$ cat src/rtl/mc_pkg.sv
// Shared microcontroller definitions: opcodes, sequencer states and fault codes.
package mc_pkg;

  localparam logic [3:0] OP_NOP  = 4'h0;
  localparam logic [3:0] OP_MOVI = 4'h1;
  localparam logic [3:0] OP_HALT = 4'hF;

  typedef enum logic [2:0] {
    FETCH,
    LOAD,
    DECODE,
    ISSUE,
    EXEC,
    HALT
  } seq_state_t;

  typedef enum logic [1:0] {
    FAULT_NONE     = 2'b00,
    FAULT_ILLEGAL  = 2'b01,
    FAULT_TIMEOUT  = 2'b10,
    FAULT_RESERVED = 2'b11
  } fault_t;

endpackage

$ cat src/rtl/instr_sequencer_if.sv
// Sequencer bus: instruction-memory port, execution-unit handshake and status.
// master: the sequencer (drives imem_addr, ir, unit_start, pc, halted, fault).
// slave:  memory / execution units / observer (drives imem_data, unit_done, pc_inc).
interface instr_sequencer_if #(
  parameter int unsigned ADDR_W  = 8,
  parameter int unsigned INSTR_W = 16,
  parameter int unsigned N_UNITS = 8
) ();

  logic [ADDR_W-1:0]  imem_addr;
  logic [INSTR_W-1:0] imem_data;
  logic [INSTR_W-1:0] ir;
  logic [N_UNITS-1:0] unit_start;
  logic [N_UNITS-1:0] unit_done;
  logic               pc_inc;
  logic [ADDR_W-1:0]  pc;
  logic               halted;
  logic [1:0]         fault;

  modport master (
    output imem_addr, ir, unit_start, pc, halted, fault,
    input  imem_data, unit_done, pc_inc
  );

  modport slave (
    input  imem_addr, ir, unit_start, pc, halted, fault,
    output imem_data, unit_done, pc_inc
  );

endinterface

$ cat src/rtl/instr_sequencer_watchdog.sv
// EXEC-phase watchdog counter.
// Ports: clk, reset (sync, active-high), clear (zero the count), enable (count this cycle),
// expired (high during the TIMEOUT-th enabled cycle since the last clear).
module exec_watchdog #(
  parameter int unsigned TIMEOUT = 64
) (
  input  logic clk,
  input  logic reset,
  input  logic clear,
  input  logic enable,
  output logic expired
);

  localparam int unsigned CntW = (TIMEOUT > 2) ? $clog2(TIMEOUT) : 1;
  localparam logic [CntW-1:0] Last = CntW'(TIMEOUT - 1);

  logic [CntW-1:0] count_q;
  logic            at_last;

  assign at_last = (count_q == Last);
  // Combinational so the fault can be taken on the edge that ends the last cycle.
  assign expired = enable && at_last;

  always_ff @(posedge clk) begin
    if (reset || clear) begin
      count_q <= '0;
    end else if (enable && !at_last) begin
      count_q <= count_q + 1'b1;
    end
  end

endmodule

$ cat src/rtl/instr_sequencer.sv
// Fetch/decode/dispatch controller. Fetches from a synchronous instruction memory at pc,
// decodes the opcode, pulses unit_start for the selected unit and waits for its done.
// Ports: clk, reset (sync, active-high), bus (instr_sequencer_if.master):
//   imem_addr/imem_data memory port, ir latched instruction, unit_start/unit_done handshake,
//   pc_inc increment request, pc, halted, fault (valid while halted).
module instr_sequencer
  import mc_pkg::*;
#(
  parameter int unsigned ADDR_W  = 8,
  parameter int unsigned INSTR_W = 16,
  parameter int unsigned N_UNITS = 8,
  parameter int unsigned TIMEOUT = 64
) (
  input  logic             clk,
  input  logic             reset,
  instr_sequencer_if.master bus
);

  seq_state_t         state_q;
  logic [ADDR_W-1:0]  pc_q;
  logic [INSTR_W-1:0] ir_q;
  logic [N_UNITS-1:0] unit_start_q;
  logic               halted_q;
  fault_t             fault_q;

  logic [3:0]         opcode;
  logic [N_UNITS-1:0] sel_onehot;
  logic               unit_legal;
  logic               done_hit;
  logic               wd_expired;

  assign opcode = ir_q[INSTR_W-1 -: 4];
  // Opcode k+1 selects unit k; opcode 0 shifts the bit out entirely.
  assign sel_onehot = N_UNITS'(1) << (opcode - 4'd1);
  assign unit_legal = (opcode != OP_NOP) && (opcode != OP_HALT) && (32'(opcode) <= N_UNITS);
  // ir is held through EXEC, so the selection can be re-derived from it.
  assign done_hit = |(bus.unit_done & sel_onehot);

  exec_watchdog #(
    .TIMEOUT (TIMEOUT)
  ) u_watchdog (
    .clk     (clk),
    .reset   (reset),
    .clear   (state_q == ISSUE),
    .enable  (state_q == EXEC),
    .expired (wd_expired)
  );

  always_ff @(posedge clk) begin
    if (reset) begin
      state_q      <= FETCH;
      pc_q         <= '0;
      ir_q         <= '0;
      unit_start_q <= '0;
      halted_q     <= 1'b0;
      fault_q      <= FAULT_NONE;
    end else begin
      unit_start_q <= '0;
      case (state_q)
        FETCH: state_q <= LOAD;
        LOAD: begin
          ir_q    <= bus.imem_data;
          state_q <= DECODE;
        end
        DECODE: begin
          if (opcode == OP_NOP) begin
            pc_q    <= pc_q + 1'b1;
            state_q <= FETCH;
          end else if (opcode == OP_HALT) begin
            state_q  <= HALT;
            halted_q <= 1'b1;
            fault_q  <= FAULT_NONE;
          end else if (unit_legal) begin
            unit_start_q <= sel_onehot;
            state_q      <= ISSUE;
          end else begin
            state_q  <= HALT;
            halted_q <= 1'b1;
            fault_q  <= FAULT_ILLEGAL;
          end
        end
        ISSUE: state_q <= EXEC;
        EXEC: begin
          if (bus.pc_inc) begin
            pc_q <= pc_q + 1'b1;
          end
          // A done in the final watchdog cycle still completes normally.
          if (done_hit) begin
            state_q <= FETCH;
          end else if (wd_expired) begin
            state_q  <= HALT;
            halted_q <= 1'b1;
            fault_q  <= FAULT_TIMEOUT;
          end
        end
        HALT: state_q <= HALT;
        default: state_q <= FETCH;
      endcase
    end
  end

  assign bus.imem_addr  = pc_q;
  assign bus.pc         = pc_q;
  assign bus.ir         = ir_q;
  assign bus.unit_start = unit_start_q;
  assign bus.halted     = halted_q;
  assign bus.fault      = fault_q;

endmodule

$ cat src/flat_wrapper.sv
// flat-port wrapper written by rule: the top's interface ports become plain ports
module instr_sequencer_flat import mc_pkg::*;
#(
  parameter int unsigned ADDR_W  = 8,
  parameter int unsigned INSTR_W = 16,
  parameter int unsigned N_UNITS = 8,
  parameter int unsigned TIMEOUT = 64
)
  (clk, reset, bus_imem_addr, bus_ir, bus_unit_start, bus_pc, bus_halted, bus_fault, bus_imem_data, bus_unit_done, bus_pc_inc);
  instr_sequencer_if #(.ADDR_W(ADDR_W), .INSTR_W(INSTR_W), .N_UNITS(N_UNITS)) bus_i ();
  input  logic clk;
  input  logic reset;
  output wire logic [$bits(bus_i.imem_addr)-1:0] bus_imem_addr;
  output wire logic [$bits(bus_i.ir)-1:0] bus_ir;
  output wire logic [$bits(bus_i.unit_start)-1:0] bus_unit_start;
  output wire logic [$bits(bus_i.pc)-1:0] bus_pc;
  output wire logic [$bits(bus_i.halted)-1:0] bus_halted;
  output wire logic [$bits(bus_i.fault)-1:0] bus_fault;
  input wire logic [$bits(bus_i.imem_data)-1:0] bus_imem_data;
  input wire logic [$bits(bus_i.unit_done)-1:0] bus_unit_done;
  input wire logic [$bits(bus_i.pc_inc)-1:0] bus_pc_inc;
  assign bus_imem_addr = bus_i.imem_addr;
  assign bus_ir = bus_i.ir;
  assign bus_unit_start = bus_i.unit_start;
  assign bus_pc = bus_i.pc;
  assign bus_halted = bus_i.halted;
  assign bus_fault = bus_i.fault;
  assign bus_i.imem_data = bus_imem_data;
  assign bus_i.unit_done = bus_unit_done;
  assign bus_i.pc_inc = bus_pc_inc;
  instr_sequencer #(.ADDR_W(ADDR_W), .INSTR_W(INSTR_W), .N_UNITS(N_UNITS), .TIMEOUT(TIMEOUT)) u_core (.clk(clk), .reset(reset), .bus(bus_i));
endmodule
$ cat config.mk
export PLATFORM = sky130hd
export DESIGN_NAME = instr_sequencer_flat
export DESIGN_NICKNAME = d
export VERILOG_FILES = /design/src/rtl/mc_pkg.sv /design/src/rtl/instr_sequencer_if.sv /design/src/rtl/instr_sequencer_watchdog.sv /design/src/rtl/instr_sequencer.sv /design/src/flat_wrapper.sv
export SDC_FILE = /design/constraint.sdc
export NUM_CORES = 1
export LEC_CHECK = 0
export CORE_MARGIN = 3
export CORE_UTILIZATION = 40
export CTS_CLUSTER_DIAMETER = 200
export DETAILED_ROUTE_END_ITERATION = 10
export PLACE_DENSITY = 0.82
export SYNTH_ARGS = -nofsm -noshare
export SYNTH_HDL_FRONTEND = slang
export SYNTH_HIERARCHICAL = 1
export SYNTH_SLANG_ARGS = --single-unit
export TNS_END_PERCENT = 5
$ cat constraint.sdc
create_clock -name clk -period 1.4 [get_ports clk]
set_input_delay 0.28 -clock clk [delete_from_list [all_inputs] [get_ports clk]]
set_output_delay 0.28 -clock clk [all_outputs]
set_load 0.05 [all_outputs]
Yosys cells after proc, flatten, opt, wreduce, memory -nomap -nowiden. Cells that the tools add are included. W data, S select, Z words.

Bitwise gates (word level): 3. Add/subtract/negate cells: 3. Multiply operators: 0. Muxes and demuxes: 21. Equal/unequal tests: 15. Reduce and logical (&&, ||, !) cells: 14. Shift-type cells: 1. Div/mod/pow operators: 0. Order comparisons: 1.

Operators by type and width (count): $pmux W3 S6 (1); $mux W8 (2); $pmux W8 S2 (1); $mux W3 (5); $mux W2 (5); $add A8 B1 Y8 const B (1); $and A8 B8 Y8 (1); $reduce_or A8 Y1 (1); $shl A1 B4 Y8 const A (1); $add A6 B1 Y6 const B (1); $eq A3 B2 Y1 const B (2); $eq A3 B3 Y1 const B (2); $eq A6 B6 Y1 const B (1); $ne A2 B2 Y1 const B (3); $mux W1 (5); $reduce_and A5 Y1 (1); $reduce_or A5 Y1 (1); $eq A4 B4 Y1 const B (1); $le A4 B4 Y1 const B (1); $logic_and A1 B1 Y1 (4); $logic_not A4 Y1 (1); $ne A2 B1 Y1 const B (2); $ne A4 B4 Y1 const B (1); $pmux W2 S2 (1); 12 further kinds (13).

Memories kept: 0. Logic and storage cells: 65. Bits in registers: 44. Latch bits: 0. Output and inout bits: 43. Bits in read-only memories: 0. Bits in writable memories: 0.

Logic depth before layout (Yosys ltp). Gate-level depths: netlist of run 1.

Word-level depth: 7. Gate-level depth with buffers: 6. Mapped depth without buffers: 6.

Hierarchy. The synthesis of run 1 kept the hierarchy.

Modules (own cells, without submodules): instr_sequencer (cells an instance 196, instances 1, seq. area each 760.7 um^2, area an instance 1662.8 um^2); exec_watchdog (cells an instance 33, instances 1, seq. area each 120.1 um^2, area an instance 301.5 um^2).

Least setup slack after synthesis of run 1. Ideal clock, no wire load.

Path type: reg-to-reg. Start point: register u_core.ir_q[12] (netlist: u_core/bus.ir[12]). End point: register u_core.fault_q[0] (netlist: u_core/bus.fault[0]). Cell stages (with the launch flop): 6. Buffers on the path: 1. Slack: -0.475 ns. Arrival: 1.758 ns. Clock period less this slack: 1.875 ns. Path through: dfxtp_1 buf_2 nand2b_1 o22ai_1 a2111o_1 a2bb2oi_1.

Longest elaborated chain between the ends: 6. Elaborated cells on any way between the ends: 18. Those cells by class: 1 x add/sub; 1 x order compare; 5 x eq/ne; 1 x shift; 3 x mux; 1 x bitwise; 6 x reduce/logical.

RTL lines: start: declaration (RTL line instr_sequencer.sv:21) `logic [INSTR_W-1:0] ir_q;`; start signal: assignment (RTL line instr_sequencer.sv:62) `ir_q <= bus.imem_data;`; $sub A4 B1 Y4 (RTL line instr_sequencer.sv:34) `assign sel_onehot = N_UNITS'(1) << (opcode - 4'd1);`; $shl A1 B4 Y8 (RTL line instr_sequencer.sv:34); $and A8 B8 Y8 (RTL line instr_sequencer.sv:37) `assign done_hit = |(bus.unit_done & sel_onehot);`; $reduce_or A8 Y1 (RTL line instr_sequencer.sv:37); $ne A2 B2 Y1 (no source line); $reduce_and A5 Y1 (no source line); end signal: assignment (RTL line instr_sequencer.sv:56) `fault_q <= FAULT_NONE;`; end signal: assignment (RTL line instr_sequencer.sv:72) `fault_q <= FAULT_NONE;`; end signal: assignment (RTL line instr_sequencer.sv:79) `fault_q <= FAULT_ILLEGAL;`; end: declaration (RTL line instr_sequencer.sv:24) `fault_t fault_q;`.

Several ways; a longest one is shown, not always the timed one. The select of a mux whose other input is x is not followed. A chain may end at the register's enable or synchronous reset.

Worst setup path in the final report of run 1.
Start point: register u_core.state_q[2]. End point: register u_core.halted_q (netlist: u_core/bus.halted).

Longest elaborated chain between the ends: 4. Elaborated cells on any way between the ends: 10. Those cells by class: 6 x eq/ne; 1 x mux; 3 x reduce/logical.

RTL lines: start: declaration (RTL line instr_sequencer.sv:19) `seq_state_t state_q;`; start signal: assignment (RTL line instr_sequencer.sv:51) `state_q <= FETCH;`; start signal: assignment (RTL line instr_sequencer.sv:60) `FETCH: state_q <= LOAD;`; start signal: assignment (RTL line instr_sequencer.sv:63) `state_q <= DECODE;`; $eq A3 B3 Y1 (RTL line instr_sequencer.sv:45, instr_sequencer.sv:59); $logic_and A1 B1 Y1 (RTL line instr_sequencer_watchdog.sv:22) `assign expired = enable && at_last;`; $ne A2 B1 Y1 (no source line); $reduce_and A5 Y1 (no source line); end signal: assignment (RTL line instr_sequencer.sv:55) `halted_q <= 1'b0;`; end signal: assignment (RTL line instr_sequencer.sv:71) `halted_q <= 1'b1;`; end signal: assignment (RTL line instr_sequencer.sv:78) `halted_q <= 1'b1;`; end: declaration (RTL line instr_sequencer.sv:23) `logic halted_q;`.

Several ways; a longest one is shown, not always the timed one.

==> impl_metrics.json, run 1 <==
{
  "timing.final.ws_setup_ns": -0.186,
  "final_cell_mix": "nand2_1, buf_12, buf_4, dfxtp_1, clkdlybuf4s50_1",
  "ys_async_sr_fraction_pct": 0,
  "max-slew-margin-rel_pct": 78.0,
  "route.detailed.drc": 0,
  "final_hold_viol_count": 0,
  "leakagePower_nw": 1.38,
  "syn-cell-area_sq_um": 1960,
  "regToRegEndpoint": "u_core/bus.halted",
  "fp.dieArea_sq_um": 5790,
  "min_to": "u_core/u_watchdog/count_q[1]",
  "final-seq-area_sq_um": 915,
  "violations": "negative setup slack",
  "setup_violations": 20,
  "place.gp.congestion": 0.810,
  "yosysTopAreaCell": "dfxtp_1",
  "antenna_found_initial": 0,
  "coreArea_sq_um": 4530,
  "yosysSeqAreaShare_pct": 44.8,
  "hold_depth": 2,
  "status": "finished with violations",
  "hp-start": "u_core/u_watchdog/count_q[1]",
  "arrival_ns": 1.80,
  "wirelength_microns": 6100,
  "cts.sinks": 44,
  "fillCellCount": 268,
  "synthTopCellsByArea": "dfxtp_1, nand2_1, a21oi_1, buf_4, nand3b_1",
  "ir_worst_vdd_v": 0.000882,
  "cp_max_fo": 5,
  "period_share_pct": 113,
  "multi_input_area_sq_um": 1000,
  "path_class": "flip-flop to flip-flop",
  "r2r_setup_slack_ns": -0.19,
  "cts_buffers": 5,
  "seq_power_share_pct": 40.6,
  "switchingPower_mw": 1.20,
  "grt_max_degree": 18,
  "drv_cap": 0,
  "nNetsFinal": 361,
  "viasPerCell": 5.17,
  "synth_warnings": 6,
  "cp.required_ns": 1.61,
  "fin_worst_skew_ns": 0.00640,
  "maxSlewViolCount": 0,
  "p_clk_share_pct": 21.0,
  "min_path_type": "flip-flop to flip-flop",
  "pwr-share-comb_pct": 38.4,
  "area_delta_synth_final_pct": 83.8,
  "syn_nets": 258,
  "cts_hold_buffers": 0,
  "synthFlopType": "dfxtp_1",
  "cts_tree": "yes",
  "route.vias.total": 2059,
  "synth_cell_types": 43,
  "rsz0062_at_grt": "true",
  "track_usage_pct": 19.3,
  "clk_path_buf_depth": 2,
  "place_hpwl_microns": 4040,
  "synth-edff-count": 0,
  "grt_pass1_vias": 1972,
  "fin_setup_tns_ns": -1.60,
  "row_count": 24,
  "netlist_instances": 229,
  "first_iter_violations": 144,
  "r2r-start": "u_core/state_q[2]",
  "grt_overflow": 0,
  "io_pins": 70,
  "internal-power_mw": 2.41,
  "ys_seq_elements": 44,
  "drive_gt1_share_pct": 38.4,
  "worstSetupEndpointType": "flip-flop",
  "diodes": 0,
  "drt-wirelength-per-cell_microns": 15.3,
  "clockRootBuffer": "clkbuf_8",
  "fin_crit_ns": 1.59,
  "fp.dieH_microns": 76.1,
  "ant_nets": 0,
  "start_kind": "flip-flop",
  "switching_share_pct": 33.3,
  "timing.fmax_mhz": 631,
  "grt_pass1_wl_microns": 9230,
  "r2r_cells": 5,
  "synth_top_area_share_pct": 44.8,
  "die_w_microns": 76.1,
  "first_pass_iters": 4,
  "initial_core_util_pct": 43.3,
  "port_buffers": 69,
  "hold_ws_ns": 0.490,
  "clk_pin_slew_ns": 0.08,
  "power_mw": 3.61,
  "synth.avg_cell_area_sq_um": 8.58,
  "power_density_nw_per_um2": 999,
  "htree_levels": 2,
  "tightest_slew_ns": 0.330,
  "final_common_cell": "nand2_1",
  "clk-insertion-delay-late_ns": 0.29
}
-- critical path, cell delays in order (launching register included) --
cell and delay [ns]:
dfxtp_4 0.40, nor3b_4 0.27, buf_6 0.15, o21ai_2 0.04, a2111o_1 0.43, o22ai_1 0.21
-- power groups by stage --
stage / Clock, mW / Combinational, mW / Sequential [mW]
after detailed placement: 0 / 1.23 / 1.48
after floorplan: 0 / 0.439 / 1.67
after global placement: 0 / 1.20 / 1.47
final: 0.759 / 1.39 / 1.46
after CTS: 0.770 / 1.28 / 1.46
after global routing: 0.835 / 1.45 / 1.47
-- area by class of cell --
type,instances,share of cell area (%)
flip-flops and latches,44,25.3
well taps,65,2.25
inverters,6,0.624
repair buffers,116,41.8
clock buffers,7,2.11
multi-input cells,159,27.8
clock inverters,1,0.104
-- cell families after synthesis --
kind of cell / Yosys count / share of synthesized area (%)
compound gates: 54 / 16.6
xor+xnor: 1 / 0.446
fa+ha+maj: 2 / 1.27
buf+inv: 27 / 7.77
flops: 44 / 44.8
mux: 4 / 2.04
simple gates: 97 / 27.0
-- layer usage --
metal	routed length (microns)	up-vias	track usage, %
li1	-	1001	-
met1	2330	974	20.9
met2	3320	73	35.4
met3	380	11	6.26
met4	72	0	5.98
met5	0	-	0
-- worst max path at each step --
stage                     slack [ns]                       to              start  cells past startpoint
after floorplan                -0.09  u_core/bus.imem_addr[2]  u_core/state_q[2]                      6
after global placement         -0.23  u_core/bus.imem_addr[1]         bus_pc_inc                      4
after detailed placement       -0.28  u_core/bus.imem_addr[3]         bus_pc_inc                      4
after CTS                      -0.12  u_core/bus.imem_addr[7]  u_core/bus.ir[14]                      4
after global routing           -0.26        u_core/state_q[2]  u_core/state_q[2]                      5
final                          -0.19        u_core/bus.halted  u_core/state_q[2]                      5
-- state kept, by name, indices dropped and copies added (netlist names) --
signal	flops
u_core/bus.ir	16
u_core/bus.imem_addr	8
u_core/bus.unit_start	8
u_core/u_watchdog/count_q	6
u_core/state_q	3
u_core/bus.fault	2
u_core/bus.halted	1
-- metrics by stage --
step,util (%),cell area (sq um),instances,setup WS [ns]
after global routing,79.6,3610,398,-0.261
final,79.6,3610,398,-0.186
after floorplan,-,2030,229,-0.0888
after CTS,77.1,3490,392,-0.121
after global placement,74.2,3360,381,-0.226
after detailed placement,74.2,3360,381,-0.276
-- what timing repair did --
item,in CTS,in global routing
pin swaps,7,9
resized for setup,10,21
gates cloned,0,1
buffers inserted,3,5
setup endpoints to repair,38,36
-- cell usage after synthesis (3+ instances only) --
cell      count
o21ai_0       9
nand3b_1      7
nor2_1       12
inv_1         6
clkbuf_1      5
a21oi_1      27
or3_1         6
buf_2         5
dfxtp_1      44
nand2_1      44
mux2i_1       4
o31ai_1       3
nand2b_1      4
buf_4        10
nand3_1       5
a31oi_1       3
No activity file was read; power rests on OpenSTA's default activity.
==> run 2: changes to the inputs <==
--- a/config.mk
+++ b/config.mk
@@ -14,4 +14,4 @@
 export SYNTH_HDL_FRONTEND = slang
 export SYNTH_HIERARCHICAL = 1
 export SYNTH_SLANG_ARGS = --single-unit
-export TNS_END_PERCENT = 5
+export TNS_END_PERCENT = 30
==> impl_metrics.json, run 2 (synthesis results as in run 1) <==
{
  "switching_share_pct": 34.7,
  "multi_input_area_sq_um": 1010,
  "port_buffers": 69,
  "cpPeakStageDelay_ns": 0.42,
  "drt-wirelength-per-cell_microns": 17.3,
  "tightest_slew_ns": 0.400,
  "fin_crit_ns": 1.61,
  "final_cell_mix": "buf_12, nand2_1, buf_4, dfxtp_1, clkdlybuf4s50_1",
  "pre_cts_slack_ns": -0.318,
  "clk_path_buf_depth": 2,
  "status": "finished with violations",
  "final-seq-area_sq_um": 912,
  "clk-insertion-delay-late_ns": 0.30,
  "critPathTopFamily": "simple AND/OR/NAND/NOR gates",
  "leakagePower_nw": 1.35,
  "worstSetupEndpointType": "flip-flop",
  "fin_cells": 391,
  "htree_levels": 2,
  "first_pass_iters": 4,
  "cts_buffers": 5,
  "coreArea_sq_um": 4530,
  "grt_pass1_wl_microns": 10400,
  "cts_tree": "yes",
  "p_clk_share_pct": 21.9,
  "start_kind": "flip-flop",
  "seq_power_share_pct": 40.3,
  "violations": "negative setup slack",
  "diodes": 0,
  "rsz0062_at_grt": "true",
  "switchingPower_mw": 1.26,
  "cp.required_ns": 1.64,
  "nNetsFinal": 354,
  "io_pins": 70,
  "die_w_microns": 76.1,
  "route.detailed.drc": 0,
  "cts.sinks": 44,
  "period_share_pct": 115,
  "route.vias.total": 2105,
  "fp.dieH_microns": 76.1,
  "cp_max_fo": 7,
  "wirelength_microns": 6760,
  "timing.final.ws_setup_ns": -0.211,
  "place_hpwl_microns": 4510,
  "area_delta_synth_final_pct": 81.2,
  "power_mw": 3.63,
  "fillCellCount": 252,
  "power_density_nw_per_um2": 1020,
  "largest_register_ffs": 16,
  "arrival_ns": 1.85,
  "fin_worst_skew_ns": 0.00870,
  "min_path_type": "flip-flop to flip-flop",
  "crit_chain": "nor4_4 -> a22oi_2 -> buf_6 -> or4_4 -> a21oi_2",
  "internal-power_mw": 2.37,
  "grt_max_degree": 22,
  "max-slew-margin-rel_pct": 73.1,
  "path_buf_inv": 1,
  "pwr-share-comb_pct": 37.8,
  "track_usage_pct": 21.9,
  "place.gp.congestion": 0.792,
  "ir_worst_vdd_v": 0.000724,
  "drv_cap": 0,
  "placed_area_sq_um": 3330,
  "fp.dieArea_sq_um": 5790,
  "first_iter_violations": 116,
  "initial_core_util_pct": 43.3,
  "row_count": 24,
  "dpl.cell_count": 374,
  "grt_pass1_vias": 2140,
  "setup_violations": 16,
  "drive_gt1_share_pct": 38.7,
  "timing.fmax_mhz": 621,
  "maxSlewViolCount": 0,
  "antenna_found_initial": 0,
  "viasPerCell": 5.38,
  "path_class": "flip-flop to flip-flop",
  "clockRootBuffer": "clkbuf_8",
  "stdcell_area_sq_um": 3560,
  "cpMaxStageDelayCell": "or4_4",
  "clk_pin_slew_ns": 0.09,
  "final_hold_viol_count": 0,
  "ant_nets": 0,
  "grt_overflow": 0
}
-- run 2: worst paths after layout --
| kind | start | end | slack [ns] | depth (start not counted) |
|---|---|---|---|---|
| max | u_core/bus.ir[15] | u_core/bus.imem_addr[7] | -0.21 | 5 |
| min | u_core/u_watchdog/count_q[4] | u_core/u_watchdog/count_q[4] | 0.49 | 2 |
| max reg2reg | u_core/bus.ir[15] | u_core/bus.imem_addr[7] | -0.21 | 5 |
| min reg2reg | u_core/u_watchdog/count_q[4] | u_core/u_watchdog/count_q[4] | 0.49 | 2 |
-- run 2: through the flow --
step	setup TNS, ns	utilization (%)	hold slack [ns]
final	-1.75	78.5	0.495
after global routing	-3.23	78.5	0.511
after CTS	-1.05	76.9	0.492
after detailed placement	-4.76	73.5	0.480
after global placement	-2.77	73.5	0.464
after floorplan	-0.844	-	0.354
-- run 2: power groups by stage --
stage	clock network (mW)	registers [mW]	logic [mW]
finish	0.797	1.46	1.37
global route	0.854	1.47	1.43
CTS	0.795	1.46	1.29
detailed placement	0	1.50	1.23
global placement	0	1.49	1.19
floorplan	0	1.67	0.450
-- run 2: final cells by class --
type	count	area share, %
Tap cell	65	2.28
Multi-Input combinational cell	158	28.3
Clock inverter	2	0.316
Clock buffer	6	2.04
Inverter	6	0.633
Sequential cell	44	25.6
Timing Repair Buffer	110	40.8
-- run 2: metal layers --
layer,part of all wire [%],global-route usage (%)
met5,0,0
met4,2.5,8.33
met3,5.3,3.66
met2,55,42.6
met1,37,23.4
-- run 2: worst register-to-register path, delay by kind of cell (launching register included) --
family                 cells  cell delay, ns
flip-flops                 1            0.36
buffers and inverters      1            0.15
AND/OR/NAND/NOR            2            0.75
AO/OA/AOI/OAI              2            0.29
-- run 2: repair_timing --
action	4_1_cts	5_1_grt
endpoints found under the setup margin	39	25
resized for setup	10	15
pin swaps	8	11
hold buffers	0	0
setup buffers	5	4
==> run 3: changes to the inputs <==
--- a/config.mk
+++ b/config.mk
@@ -5,11 +5,12 @@
 export SDC_FILE = /design/constraint.sdc
 export NUM_CORES = 1
 export LEC_CHECK = 0
-export CORE_MARGIN = 3
-export CORE_UTILIZATION = 40
+export CORE_MARGIN = 1
+export CORE_UTILIZATION = 50
 export CTS_CLUSTER_DIAMETER = 200
 export DETAILED_ROUTE_END_ITERATION = 10
-export PLACE_DENSITY = 0.82
+export DONT_BUFFER_PORTS = 1
+export PLACE_DENSITY = 0.75
 export SYNTH_ARGS = -nofsm -noshare
 export SYNTH_HDL_FRONTEND = slang
 export SYNTH_HIERARCHICAL = 1
==> impl_metrics.json, run 3 (synthesis results as in run 1) <==
{
  "fin_worst_skew_ns": 0.00887,
  "final_util_pct": 68.3,
  "worstSetupEndpointType": "flip-flop",
  "clk-insertion-delay-late_ns": 0.30,
  "drt-wirelength-per-cell_microns": 14.7,
  "timing.fmax_mhz": 669,
  "hold_depth": 1,
  "internal-power_mw": 2.13,
  "r2r_setup_slack_ns": -0.09,
  "r2r_cells": 4,
  "min_path_type": "input pin to flip-flop",
  "first_pass_iters": 4,
  "r2r-start": "u_core/bus.ir[15]",
  "cp.required_ns": 1.64,
  "grt_pass1_vias": 1655,
  "die_w_microns": 64.7,
  "clockRootBuffer": "clkbuf_8",
  "violations": "negative setup slack",
  "timing.final.ws_setup_ns": -0.0941,
  "max-slew-margin-rel_pct": 65.2,
  "pwr-share-comb_pct": 25.0,
  "row_count": 22,
  "clk_path_buf_depth": 2,
  "pre_cts_slack_ns": -0.0886,
  "critPathTopFamily": "simple AND/OR/NAND/NOR gates",
  "coreArea_sq_um": 3720,
  "cts_buffers": 5,
  "wirelength_microns": 4610,
  "final_cell_mix": "nand2_1, buf_4, dfxtp_1, a21oi_1, nor2_1",
  "regToRegEndpoint": "u_core/bus.imem_addr[5]",
  "grt_pass1_wl_microns": 7730,
  "fp.dieArea_sq_um": 4180,
  "cpPeakStageDelay_ns": 0.44,
  "fp.dieH_microns": 64.7,
  "min_to": "u_core/state_q[1]",
  "cts_tree": "yes",
  "cts.sinks": 44,
  "start_kind": "flip-flop",
  "rsz0062_at_grt": "true",
  "clk_pin_slew_ns": 0.08,
  "path_class": "flip-flop to flip-flop",
  "path_buf_inv": 0,
  "arrival_ns": 1.73,
  "initial_core_util_pct": 52.9,
  "area_delta_synth_final_pct": 29.2,
  "maxSlewViolCount": 0,
  "period_share_pct": 107,
  "fin_cells": 314,
  "fin_crit_ns": 1.49,
  "switching_share_pct": 34.4,
  "cp_max_fo": 6,
  "drive_gt1_share_pct": 36.1,
  "p_clk_share_pct": 25.5,
  "htree_levels": 2,
  "drv_cap": 0,
  "switchingPower_mw": 1.11,
  "grt_overflow": 0,
  "place.gp.congestion": 0.740,
  "grt_max_degree": 35,
  "route.detailed.drc": 0,
  "leakagePower_nw": 0.963,
  "cpMaxStageDelayCell": "or4_4",
  "route.vias.total": 1758,
  "viasPerCell": 5.60,
  "largest_register_ffs": 16,
  "dpl.cell_count": 296,
  "diodes": 0,
  "ir_worst_vdd_v": 0.000726,
  "hp-start": "reset",
  "final_hold_viol_count": 0,
  "power_density_nw_per_um2": 1280,
  "port_buffers": 0,
  "status": "finished with violations",
  "crit_start": "u_core/bus.ir[15]",
  "tightest_slew_ns": 0.522,
  "crit_chain": "nor4_4 -> a22oi_2 -> or4_4 -> a21oi_2",
  "ant_nets": 0,
  "antenna_found_initial": 0,
  "cts_hold_buffers": 0,
  "track_usage_pct": 23.8,
  "nNetsFinal": 294,
  "final_common_cell": "nand2_1",
  "io_pins": 70,
  "setup_violations": 10,
  "first_iter_violations": 121,
  "seq_power_share_pct": 49.5,
  "place_hpwl_microns": 3130,
  "power_mw": 3.24
}
run 3: changes by cell type in the layout (fill, tap and decap cells not counted), moves of 2 or more:
cell	previous run	this run
clkinv_2	0	2
buf_4	37	42
o21ai_1	4	6
o21ai_0	5	3
buf_6	3	5
clkdlybuf4s50_1	26	0
buf_12	44	2
run 3: power by group through the flow:
stage / clock network, mW / logic (mW) / registers (mW)
4_1_cts: 0.848 / 0.744 / 1.61
2_1_floorplan: 0 / 0.450 / 1.67
5_1_grt: 0.898 / 0.874 / 1.62
3_5_place_dp: 0 / 0.677 / 1.64
3_3_place_gp: 0 / 0.657 / 1.63
6_report: 0.827 / 0.809 / 1.60
run 3: worst max-delay path by stage:
stage	end	slack, ns	cells past startpoint
after floorplan	u_core/bus.imem_addr[2]	-0.09	6
after global placement	u_core/bus.imem_addr[7]	-0.07	4
after detailed placement	u_core/bus.imem_addr[7]	-0.09	4
after CTS	u_core/u_watchdog/count_q[5]	-0.08	6
after global routing	u_core/bus.imem_addr[7]	-0.15	5
final	u_core/bus.imem_addr[5]	-0.09	4
run 3: through the flow:
step,setup TNS (ns),hold slack [ns],area [sq um]
3_5_place_dp,-0.748,0.346,2260
6_report,-0.440,0.0342,2540
2_1_floorplan,-0.844,0.354,2040
4_1_cts,-0.270,0.0193,2450
5_1_grt,-1.52,0.00978,2540
3_3_place_gp,-0.278,0.346,2260
run 3: layout make-up:
| class | count | area, sq um |
|---|---|---|
| Inverter | 6 | 22.5 |
| Clock buffer | 6 | 82.6 |
| Timing Repair Buffer | 49 | 412 |
| Fill cell | 294 | 1180 |
| Sequential cell | 44 | 912 |
| Tap cell | 48 | 60.1 |
| Multi-Input combinational cell | 159 | 1040 |
| Clock inverter | 2 | 10.0 |
run 3: repair_timing:
| action | 4_1_cts | 5_1_grt |
|---|---|---|
| resized for setup | 12 | 20 |
| endpoints found under the setup margin | 31 | 29 |
| setup buffers | 7 | 3 |
| cloned | 1 | 0 |
| pin swaps | 9 | 12 |
run 3: per-layer routing:
| metal | track usage [%] | vias to the layer above | routed length, microns |
|---|---|---|---|
| met3 | 6.69 | 6 | 283 |
| met2 | 43.8 | 62 | 2380 |
| met4 | 8.89 | 0 | 61 |
| met1 | 25.6 | 827 | 1880 |
| met5 | 0 | - | 0 |
| li1 | - | 863 | - |
